--- src/rtl/sf_camera_line_sequencer.sv ---
// Captures a VSYNC-aligned frame into two ping-pong line buffers of packed 32-bit words; word write 1 cycle after 4th byte, o_rdy 2 cycles after HSYNC falls.
// No stall path: a line with no free buffer is dropped and words past the buffer end are discarded, both flagged in o_overflow.
module sf_camera_line_sequencer #(
  parameter int ADDR_WIDTH = 9
) (
  input  logic                  clk,
  input  logic                  rst,
  input  logic                  i_enable,
  input  logic                  i_continuous,
  input  logic [31:0]           i_hcount,
  input  logic                  i_vsync,
  input  logic                  i_hsync,
  input  logic                  i_pix_stb,
  input  logic [7:0]            i_pix_data,
  output logic                  o_buf_wr_stb,
  output logic                  o_buf_wr_sel,
  output logic [ADDR_WIDTH-1:0] o_buf_wr_addr,
  output logic [31:0]           o_buf_wr_data,
  output logic [1:0]            o_rdy,
  output logic [ADDR_WIDTH:0]   o_size0,
  output logic [ADDR_WIDTH:0]   o_size1,
  input  logic [1:0]            i_done,
  output logic [31:0]           o_line_count,
  output logic                  o_captured,
  output logic                  o_overflow,
  output logic                  o_frame_error
);

  typedef enum logic [2:0] {
    S_IDLE,
    S_WAIT_VSYNC,
    S_WAIT_LINE,
    S_CAPTURE,
    S_LINE_DONE,
    S_FRAME_DONE
  } state_t;

  localparam logic [ADDR_WIDTH:0] FULL = {1'b1, {ADDR_WIDTH{1'b0}}};

  state_t                  state_q, state_d;
  logic                    vsync_q, hsync_q;
  logic                    vs_rise, vs_fall, hs_rise, hs_fall;
  logic                    sel_q, last_sel_q;
  logic [1:0]              rdy_q;
  logic [ADDR_WIDTH:0]     size0_q, size1_q, word_cnt_q, size_d;
  logic [1:0]              byte_idx_q;
  logic [23:0]             shift_q;
  logic [31:0]             line_cnt_q, line_cnt_inc;
  logic                    overflow_q, frame_err_q;
  logic                    wr_stb_q;
  logic [ADDR_WIDTH-1:0]   wr_addr_q;
  logic [31:0]             wr_data_q, partial_dat;
  logic                    pick_vld, pick_sel, part_ok, hit_count;

  assign vs_rise      = i_vsync & ~vsync_q;
  assign vs_fall      = ~i_vsync & vsync_q;
  assign hs_rise      = i_hsync & ~hsync_q;
  assign hs_fall      = ~i_hsync & hsync_q;
  assign line_cnt_inc = line_cnt_q + 32'd1;
  assign hit_count    = (i_hcount != 32'd0) && (line_cnt_inc == i_hcount);
  assign part_ok      = (byte_idx_q != 2'd0) && (word_cnt_q != FULL);
  assign size_d       = word_cnt_q + {{ADDR_WIDTH{1'b0}}, part_ok};

  // Prefer the buffer not filled last; fall back to the other one.
  always_comb begin
    pick_vld = 1'b0;
    pick_sel = 1'b0;
    if (!rdy_q[~last_sel_q]) begin
      pick_vld = 1'b1;
      pick_sel = ~last_sel_q;
    end else if (!rdy_q[last_sel_q]) begin
      pick_vld = 1'b1;
      pick_sel = last_sel_q;
    end
  end

  // Left-align the trailing bytes of a short line, zero-filling the rest.
  always_comb begin
    partial_dat = 32'd0;
    case (byte_idx_q)
      2'd1:    partial_dat = {shift_q[7:0], 24'd0};
      2'd2:    partial_dat = {shift_q[15:0], 16'd0};
      2'd3:    partial_dat = {shift_q[23:0], 8'd0};
      default: partial_dat = 32'd0;
    endcase
  end

  always_ff @(posedge clk or negedge rst) begin
    if (!rst) state_q <= S_IDLE;
    else      state_q <= state_d;
  end

  always_comb begin
    state_d = state_q;
    case (state_q)
      S_IDLE:       if (i_enable) state_d = S_WAIT_VSYNC;
      S_WAIT_VSYNC: if (vs_rise) state_d = S_WAIT_LINE;
      S_WAIT_LINE: begin
        if (vs_fall)                  state_d = S_FRAME_DONE;
        else if (hs_rise && pick_vld) state_d = S_CAPTURE;
      end
      S_CAPTURE:    if (hs_fall) state_d = S_LINE_DONE;
      S_LINE_DONE:  state_d = hit_count ? S_FRAME_DONE : S_WAIT_LINE;
      S_FRAME_DONE: if (i_continuous) state_d = S_WAIT_VSYNC;
      default:      state_d = S_IDLE;
    endcase
    if (!i_enable) state_d = S_IDLE;
  end

  always_ff @(posedge clk or negedge rst) begin
    if (!rst) begin
      vsync_q     <= 1'b0;
      hsync_q     <= 1'b0;
      sel_q       <= 1'b0;
      last_sel_q  <= 1'b1;
      rdy_q       <= 2'b00;
      size0_q     <= '0;
      size1_q     <= '0;
      word_cnt_q  <= '0;
      byte_idx_q  <= 2'd0;
      shift_q     <= 24'd0;
      line_cnt_q  <= 32'd0;
      overflow_q  <= 1'b0;
      frame_err_q <= 1'b0;
      wr_stb_q    <= 1'b0;
      wr_addr_q   <= '0;
      wr_data_q   <= 32'd0;
    end else begin
      vsync_q  <= i_vsync;
      hsync_q  <= i_hsync;
      wr_stb_q <= 1'b0;
      for (int n = 0; n < 2; n++) begin
        if (i_done[n]) rdy_q[n] <= 1'b0;
      end
      case (state_q)
        S_IDLE: begin
          line_cnt_q  <= 32'd0;
          overflow_q  <= 1'b0;
          frame_err_q <= 1'b0;
        end
        S_WAIT_LINE: if (i_enable) begin
          if (vs_fall) begin
            if ((i_hcount != 32'd0) && (line_cnt_q < i_hcount)) frame_err_q <= 1'b1;
          end else if (hs_rise) begin
            if (pick_vld) begin
              sel_q      <= pick_sel;
              word_cnt_q <= '0;
              byte_idx_q <= 2'd0;
            end else begin
              overflow_q <= 1'b1;
              line_cnt_q <= line_cnt_inc;
            end
          end
        end
        S_CAPTURE: if (i_enable && i_pix_stb) begin
          shift_q    <= {shift_q[15:0], i_pix_data};
          byte_idx_q <= byte_idx_q + 2'd1;
          if (byte_idx_q == 2'd3) begin
            if (word_cnt_q == FULL) begin
              overflow_q <= 1'b1;
            end else begin
              wr_stb_q   <= 1'b1;
              wr_addr_q  <= word_cnt_q[ADDR_WIDTH-1:0];
              wr_data_q  <= {shift_q, i_pix_data};
              word_cnt_q <= word_cnt_q + 1'b1;
            end
          end
        end
        S_LINE_DONE: if (i_enable) begin
          if (byte_idx_q != 2'd0) begin
            if (word_cnt_q == FULL) begin
              overflow_q <= 1'b1;
            end else begin
              wr_stb_q  <= 1'b1;
              wr_addr_q <= word_cnt_q[ADDR_WIDTH-1:0];
              wr_data_q <= partial_dat;
            end
          end
          if (sel_q) size1_q <= size_d;
          else       size0_q <= size_d;
          rdy_q[sel_q] <= 1'b1;
          last_sel_q   <= sel_q;
          line_cnt_q   <= line_cnt_inc;
        end
        S_FRAME_DONE: if (i_enable && i_continuous) line_cnt_q <= 32'd0;
        default: ;
      endcase
    end
  end

  assign o_buf_wr_stb  = wr_stb_q;
  assign o_buf_wr_sel  = sel_q;
  assign o_buf_wr_addr = wr_addr_q;
  assign o_buf_wr_data = wr_data_q;
  assign o_rdy         = rdy_q;
  assign o_size0       = size0_q;
  assign o_size1       = size1_q;
  assign o_line_count  = line_cnt_q;
  assign o_captured    = (state_q == S_FRAME_DONE);
  assign o_overflow    = overflow_q;
  assign o_frame_error = frame_err_q;

endmodule

--- config.mk ---
export PLATFORM = sky130hd
export DESIGN_NAME = sf_camera_line_sequencer
export DESIGN_NICKNAME = d
export VERILOG_FILES = /design/src/rtl/sf_camera_line_sequencer.sv
export SDC_FILE = /design/constraint.sdc
export NUM_CORES = 1
export LEC_CHECK = 0
export BUFFER_PORTS_ARGS = -buffer_cell sky130_fd_sc_hd__buf_2
export CORE_AREA = 2 2 161 163
export CTS_CLUSTER_SIZE = 24
export DETAILED_ROUTE_END_ITERATION = 8
export DIE_AREA = 0 0 163 165
export PLACE_DENSITY_LB_ADDON = 0.08
export SLEW_MARGIN = 10
export SYNTH_ARGS = -nofsm -noshare
export SYNTH_HDL_FRONTEND = slang
export SYNTH_SLANG_ARGS = --single-unit
--- constraint.sdc ---
create_clock -name clk -period 2.9 [get_ports clk]
set_input_delay 0.435 -clock clk [delete_from_list [all_inputs] [get_ports clk]]
set_output_delay 0.435 -clock clk [all_outputs]
set_load 0.01 [all_outputs]
After elaboration in Yosys (flattened, before gate mapping)
Cells that the tools add are included.
{"block": "totals", "in_bits": 49, "reg_bits": 141, "mem_bits_ro": 0, "mem_bits_rw": 0, "latchBits": 0, "word_cells": 172, "out_inout_bits": 100, "n_memories": 0}
{"block": "classes", "shifts": 0, "div": 0, "n_lt_le_gt_ge": 5, "mul": 0, "reduce_logical": 28, "add_sub_neg": 4, "bitwise_logic": 12, "eq_ne": 29, "muxes": 77}
{"op": "2-to-1 mux 32 bit", "count": 12}
{"op": "case mux 32 bit (4 select lines)", "count": 1}
{"op": "case mux 32 bit (3 select lines)", "count": 1}
{"op": "2-to-1 mux 10 bit", "count": 7}
{"op": "case mux 32 bit (2 select lines)", "count": 1}
{"op": "2-to-1 mux 9 bit", "count": 5}
{"op": "adder 32 x 1 -> 32 bit (second input constant)", "count": 1}
{"op": "== test 32 bit", "count": 1}
{"op": "< comparator 32 bit", "count": 1}
{"op": "nonzero test 32 bit", "count": 1}
{"op": "2-to-1 mux 1 bit", "count": 28}
{"op": "!= test 2 bit (second input constant)", "count": 13}
{"op": "2-to-1 mux 3 bit", "count": 7}
{"op": "case mux 10 bit (2 select lines)", "count": 1}
{"op": "case mux 3 bit (6 select lines)", "count": 1}
{"op": "case mux 9 bit (2 select lines)", "count": 1}
{"op": "2-to-1 mux 2 bit", "count": 7}
{"op": "AND reduction 7 bit", "count": 2}
{"op": "adder 10 x 1 -> 10 bit", "count": 1}
{"op": "adder 10 x 1 -> 10 bit (second input constant)", "count": 1}
{"op": "== test 10 bit (second input constant)", "count": 1}
{"op": "!= test 10 bit (second input constant)", "count": 1}
{"op": "AND reduction 5 bit", "count": 2}
{"op": "!= test 3 bit (second input constant)", "count": 3}
{"op": "other kinds (27)", "count": 55}

Logic depth before layout (Yosys ltp)
{"block": "logic_depth", "ltp_word": 9, "depth_mapped": 11, "depth_no_buf": 10}

Worst setup path after synthesis
Ideal clock, no wire load.
{"block": "synth_path", "path_type": "register -> register", "from": "register line_cnt_q[0] (netlist: o_line_count[0])", "to": "register state_q[1]", "synth_period_minus_slack_ps": 2300, "path_slack_ps": 600, "stages_incl_launch_ff": 10, "path_buffers": 0, "setup_time_ps": 125, "arrival_ps": 2176, "t_required_ps": 2775, "path_cell_list": "dfrtp_1 > ha_1 > nand3_1 > nor2_2 > nand4_2 > xnor2_1 > nand4_1 > nor4_1 > and4_1 > o21ai_1"}
{"block": "synth_via", "elab_chain_cells": 6}
{"element": "start, declared", "line": "48", "source": "logic [31:0] line_cnt_q, line_cnt_inc;"}
{"element": "start signal, assigned", "line": "151", "source": "line_cnt_q <= line_cnt_inc;"}
{"element": "start signal, assigned", "line": "183", "source": "line_cnt_q <= line_cnt_inc;"}
{"element": "adder 32 x 1 -> 32 bit", "line": "59", "source": "assign line_cnt_inc = line_cnt_q + 32'd1;"}
{"element": "== test 32 bit", "line": "60", "source": "assign hit_count = (i_hcount != 32'd0) && (line_cnt_inc == i_hcount);"}
{"element": "logical AND 1 bit", "line": "60"}
{"element": "2-to-1 mux 3 bit", "line": "103", "source": "S_LINE_DONE: state_d = hit_count ? S_FRAME_DONE : S_WAIT_LINE;"}
{"element": "case mux 3 bit (6 select lines)", "line": "95", "source": "case (state_q)"}
{"element": "2-to-1 mux 3 bit", "line": "107", "source": "if (!i_enable) state_d = S_IDLE;"}
{"element": "end signal, assigned", "line": "90", "source": "else state_q <= state_d;"}
{"element": "end, declared", "line": "40", "source": "state_t state_q, state_d;"}
No other way between the ends.
A chain may end at the register's enable or synchronous reset.

Final worst setup path
{"block": "layout_path", "from": "register line_cnt_q[3] (netlist: o_line_count[3])", "to": "register state_q[1]"}
Same word-level chain as after synthesis.

==> impl_summary.txt <==
----------------------------------------------------
[Routing]
  Number of search-and-repair iterations in the first detailed-routing pass ... 5
  Antenna-violating nets left ... 0
  Aggregate routed wire length ... ~27,000 microns
  Average via count per standard cell ... 5.33
  Initial detailed-routing violation count ... about 660
  DRC viols ... 0
  Average wire per standard cell ... 18.1 microns
  Total via count in the routed design ... roughly 8k

[STA]
  Worst-margin pin slew ... ~0.74 ns
  Final worst path period need ... 2.73 ns
  Worst slack on hold paths ... approximately 0.17 ns
  Final Cycle Share ... 94.3%
  Final-report hold violation count ... 0
  Relative slew slack ... 50.4%
  Maximum clock frequency ... 366 MHz
  Final setup vio count ... 0
  Max-slew violations ... 0
  Setup Skew ... 0.0156 ns

[Cells and area]
  FILL cells ... 2,559
  Area growth from synthesis to final layout ... 21.4%
  Ant diodes ... 0
  Share of the core filled with cells ... 42.3%
  Layout cell share with drive strength beyond 1 ... between 20% and 30%
  Non-filler cells, final ... 1,507
  NumNets Final ... about 1.3k
  Final std cell area, no fill ... 10,600 sq um

[Worst setup path]
  Classification of the worst setup path ... flop to flop
  Critical path launch point ... o_line_count[3]
  Arrival time at the worst endpoint ... approximately 3 ns
  Cell count along the critical path ... 8
  Critical path capture point type ... flop
  Worst path required time ... 3.20 ns
  Ordered cell list for the critical path ... and4_2, nand3_1, nor3b_2, mux2i_2, nand4_1, nor4_1, and4_1, o21ai_1
  Critical-path maximum fanout ... 10
  Peak per-stage delay on the critical path ... 0.52 ns
  Cell depth of the worst flop-to-flop path ... 8
  CP Capture Point ... state_q[1]
  Reg2Reg Launch Point ... o_line_count[3]
  Register-to-register setup slack ... 0.17 ns
  Reg-to-Reg End ... state_q[1]
  Library cell contributing the largest single delay on the critical path ... dfrtp_1
  Worst path bufs/invs ... 0
  Delay-heaviest family, CP ... simple AND/OR/NAND/NOR gates
  Category of the worst setup path launch point ... flop

[Place]
  Placed insts ... about 1.5k
  Detailed placement HPWL ... 20,100 microns
  Buffers on Ports ... 148
  Instance area after placement ... about 9900 sq um
  Final GP Congestion ... 0.863

[Yosys]
  Number of storage elements in the synthesis netlist ... 141
  Post-Synthesis Cell Area ... 8730 sq um
  Share of the yosys chip area belonging to registers ... 40.5%
  Syn. warnings ... 0
  Number of unique standard cell types used by synthesis ... between 80 and 90
  Ys async rst share ... 100%
  Average footprint of a synthesized cell ... 8.64 sq um
  Count of mapped cells out of synthesis ... 1,010
  Number of flops mapped to enable cells by yosys ... 0
  Net Count, Synth ... 1,100
  Top flip-flop cell by instance count after synthesis ... dfrtp_1

[Clocking]
  Worst-skew pair later-pin latency ... about 0.43 ns
  Depth of the CTS H-tree ... 4
  Clock buffer count from CTS ... 17
  Deepest clock path buffer count ... 2
  CTS clk-pin slew, worst paths ... 0.07 ns
  Clock tree from TritonCTS ... built
  Number of clock sinks ... 141
  Clock root buffer master ... clkbuf_16

[Worst hold path]
  Path class of the lowest-slack min-delay path ... input port to flop

[Power]
  Areal power density over the cells ... 525 nW/um^2
  Overall power after layout ... roughly 5600 uW
  Static power due to leakage ... 0.00538 uW
  Worst IR Drop VDD ... 0.000337 V

[Floorplan]
  Full die area ... 26,900 sq um
  Initial core utilization ... 34.9%
  Row Count ... 58
  Count of pins on the block boundary ... around 150
  Die W ... 163 microns
  Overall die height ... 165 microns
  Core outline area ... between 20,000 and 30,000 sq um

[GRT]
  Tot GR Track Use ... 20.8%
  Overflow left after global routing ... 0
  First-pass GRT wire length ... ~43,000 microns
  Antenna violations before repair ... 1
  Pin count of the biggest net entering global routing ... 85
  Via count of the first global-routing pass ... around 7.5k

[Status]
  Run status ... finished clean

[Flow run]
  Max-cap violations ... 0

----------------------------------------------------
-- cell usage after synthesis (14+ instances only) --
cell | n | area (sq um)
inv_1 | 45 | 169
o31ai_1 | 25 | 188
a21o_1 | 19 | 143
nor4_1 | 14 | 87.6
nand3_1 | 45 | 225
o21ai_0 | 62 | 310
nand2_1 | 206 | 773
nor2_1 | 59 | 221
clkbuf_1 | 29 | 109
xor2_1 | 21 | 184
a21oi_1 | 49 | 245
ha_1 | 41 | 513
xnor2_1 | 31 | 272
nand4_1 | 24 | 150
dfrtp_1 | 140 | 3500
-- report_power, final --
group	internal, uW	switching, uW	leakage, uW	total, uW
combinational	356	543	0.00316	900
clock	1400	955	0.000294	2350
sequential	2130	176	0.00193	2310
total	3890	1670	0.00538	5560
-- worst min-delay path by stage --
| stage | startpoint | to | slack, ns | cells past startpoint |
|---|---|---|---|---|
| 3_3_place_gp | rst | o_size0[5] | 0.34 | 1 |
| 4_1_cts | i_vsync | vsync_q | 0.15 | 1 |
| 6_report | i_hsync | hsync_q | 0.17 | 1 |
| 2_1_floorplan | rst | byte_idx_q[0] | 0.14 | 0 |
| 3_5_place_dp | rst | o_size0[5] | 0.35 | 1 |
| 5_1_grt | i_hsync | hsync_q | 0.16 | 1 |
-- placed cells by master (no fill, tap or decap), drive strengths merged, types with 11 or more instances in the layout --
| master | synthesis | final |
|---|---|---|
| a21o | 20 | 20 |
| a21oi | 51 | 51 |
| a31oi | 11 | 11 |
| and3 | 14 | 14 |
| buf | 25 | 188 |
| clkbuf | 29 | 19 |
| dfrtp | 140 | 140 |
| ha | 41 | 41 |
| inv | 46 | 52 |
| nand2 | 207 | 207 |
| nand3 | 48 | 48 |
| nand4 | 31 | 31 |
| nor2 | 61 | 61 |
| nor3 | 17 | 17 |
| nor4 | 16 | 16 |
| o21ai | 69 | 69 |
| o31ai | 26 | 26 |
| xnor2 | 31 | 31 |
| xor2 | 21 | 21 |
-- worst reg2reg max path: cells and delay by family (launching register included) --
kind | cells | cell delay [ns]
flip-flops | 1 | 0.52
AO/OA/AOI/OAI | 1 | 0.06
multiplexers | 1 | 0.34
AND/OR/NAND/NOR | 6 | 1.67
-- through the flow --
step           setup TNS [ns]  setup slack, ns
2_1_floorplan               0            0.600
3_3_place_gp                0           0.0499
3_5_place_dp                0           0.0386
4_1_cts                     0          0.00646
5_1_grt              -0.00432         -0.00432
6_report                    0            0.166
-- cells by family after synthesis --
kind of cell               Yosys count  share of synthesized area, %
adders and majority gates           42                          5.99
and+or+nand+nor                    438                          25.3
xor gates and xnor gates            52                          5.22
DFF                                141                          40.5
AOI/OAI and AO/OA                  228                          16.8
muxes                                9                          1.13
buffers and inverters              100                          5.16
-- state kept, by name (all words and copies together) (netlist names) --
| name | flops |
|---|---|
| vsync_q | 1 |
| o_buf_wr_sel | 1 |
| state_q | 3 |
| byte_idx_q | 2 |
| o_line_count | 32 |
| o_size1 | 10 |
| o_buf_wr_data | 32 |
| word_cnt_q | 10 |
| shift_q | 24 |
| hsync_q | 1 |
| o_frame_error | 1 |
| o_rdy | 2 |
| o_buf_wr_addr | 9 |
| o_overflow | 1 |
| o_buf_wr_stb | 1 |
| o_size0 | 10 |
| last_sel_q | 1 |
-- what timing repair did --
action | 4_1_cts | 5_1_grt
hold buffers | 1 | 0
hold endpoints to repair | 27 | 0
setup endpoints to repair | 0 | 1
setup buffers | 0 | 2
gates resized for setup | 0 | 6
-- layout make-up --
| class | count | area, sq um | share of cell area (%) |
|---|---|---|---|
| sequential | 141 | 3530 | 33.3 |
| timing repair buffer | 189 | 1090 | 10.3 |
| clock buffer | 19 | 443 | 4.18 |
| tap | 330 | 413 | 3.90 |
| clock inverter | 13 | 176 | 1.66 |
| inverter | 46 | 173 | 1.63 |
| multi-input combinational | 769 | 4760 | 45.0 |
-- layer usage --
| layer | track usage [%] | share of wire [%] | vias to the layer above |
|---|---|---|---|
| li1 | - | - | 3910 |
| met1 | 30.2 | 49 | 3843 |
| met2 | 32.3 | 45 | 251 |
| met3 | 3.49 | 5.1 | 26 |
| met4 | 5.23 | 1.0 | 2 |
| met5 | 0 | 0.055 | - |
No activity file was read; power rests on OpenSTA's default activity.
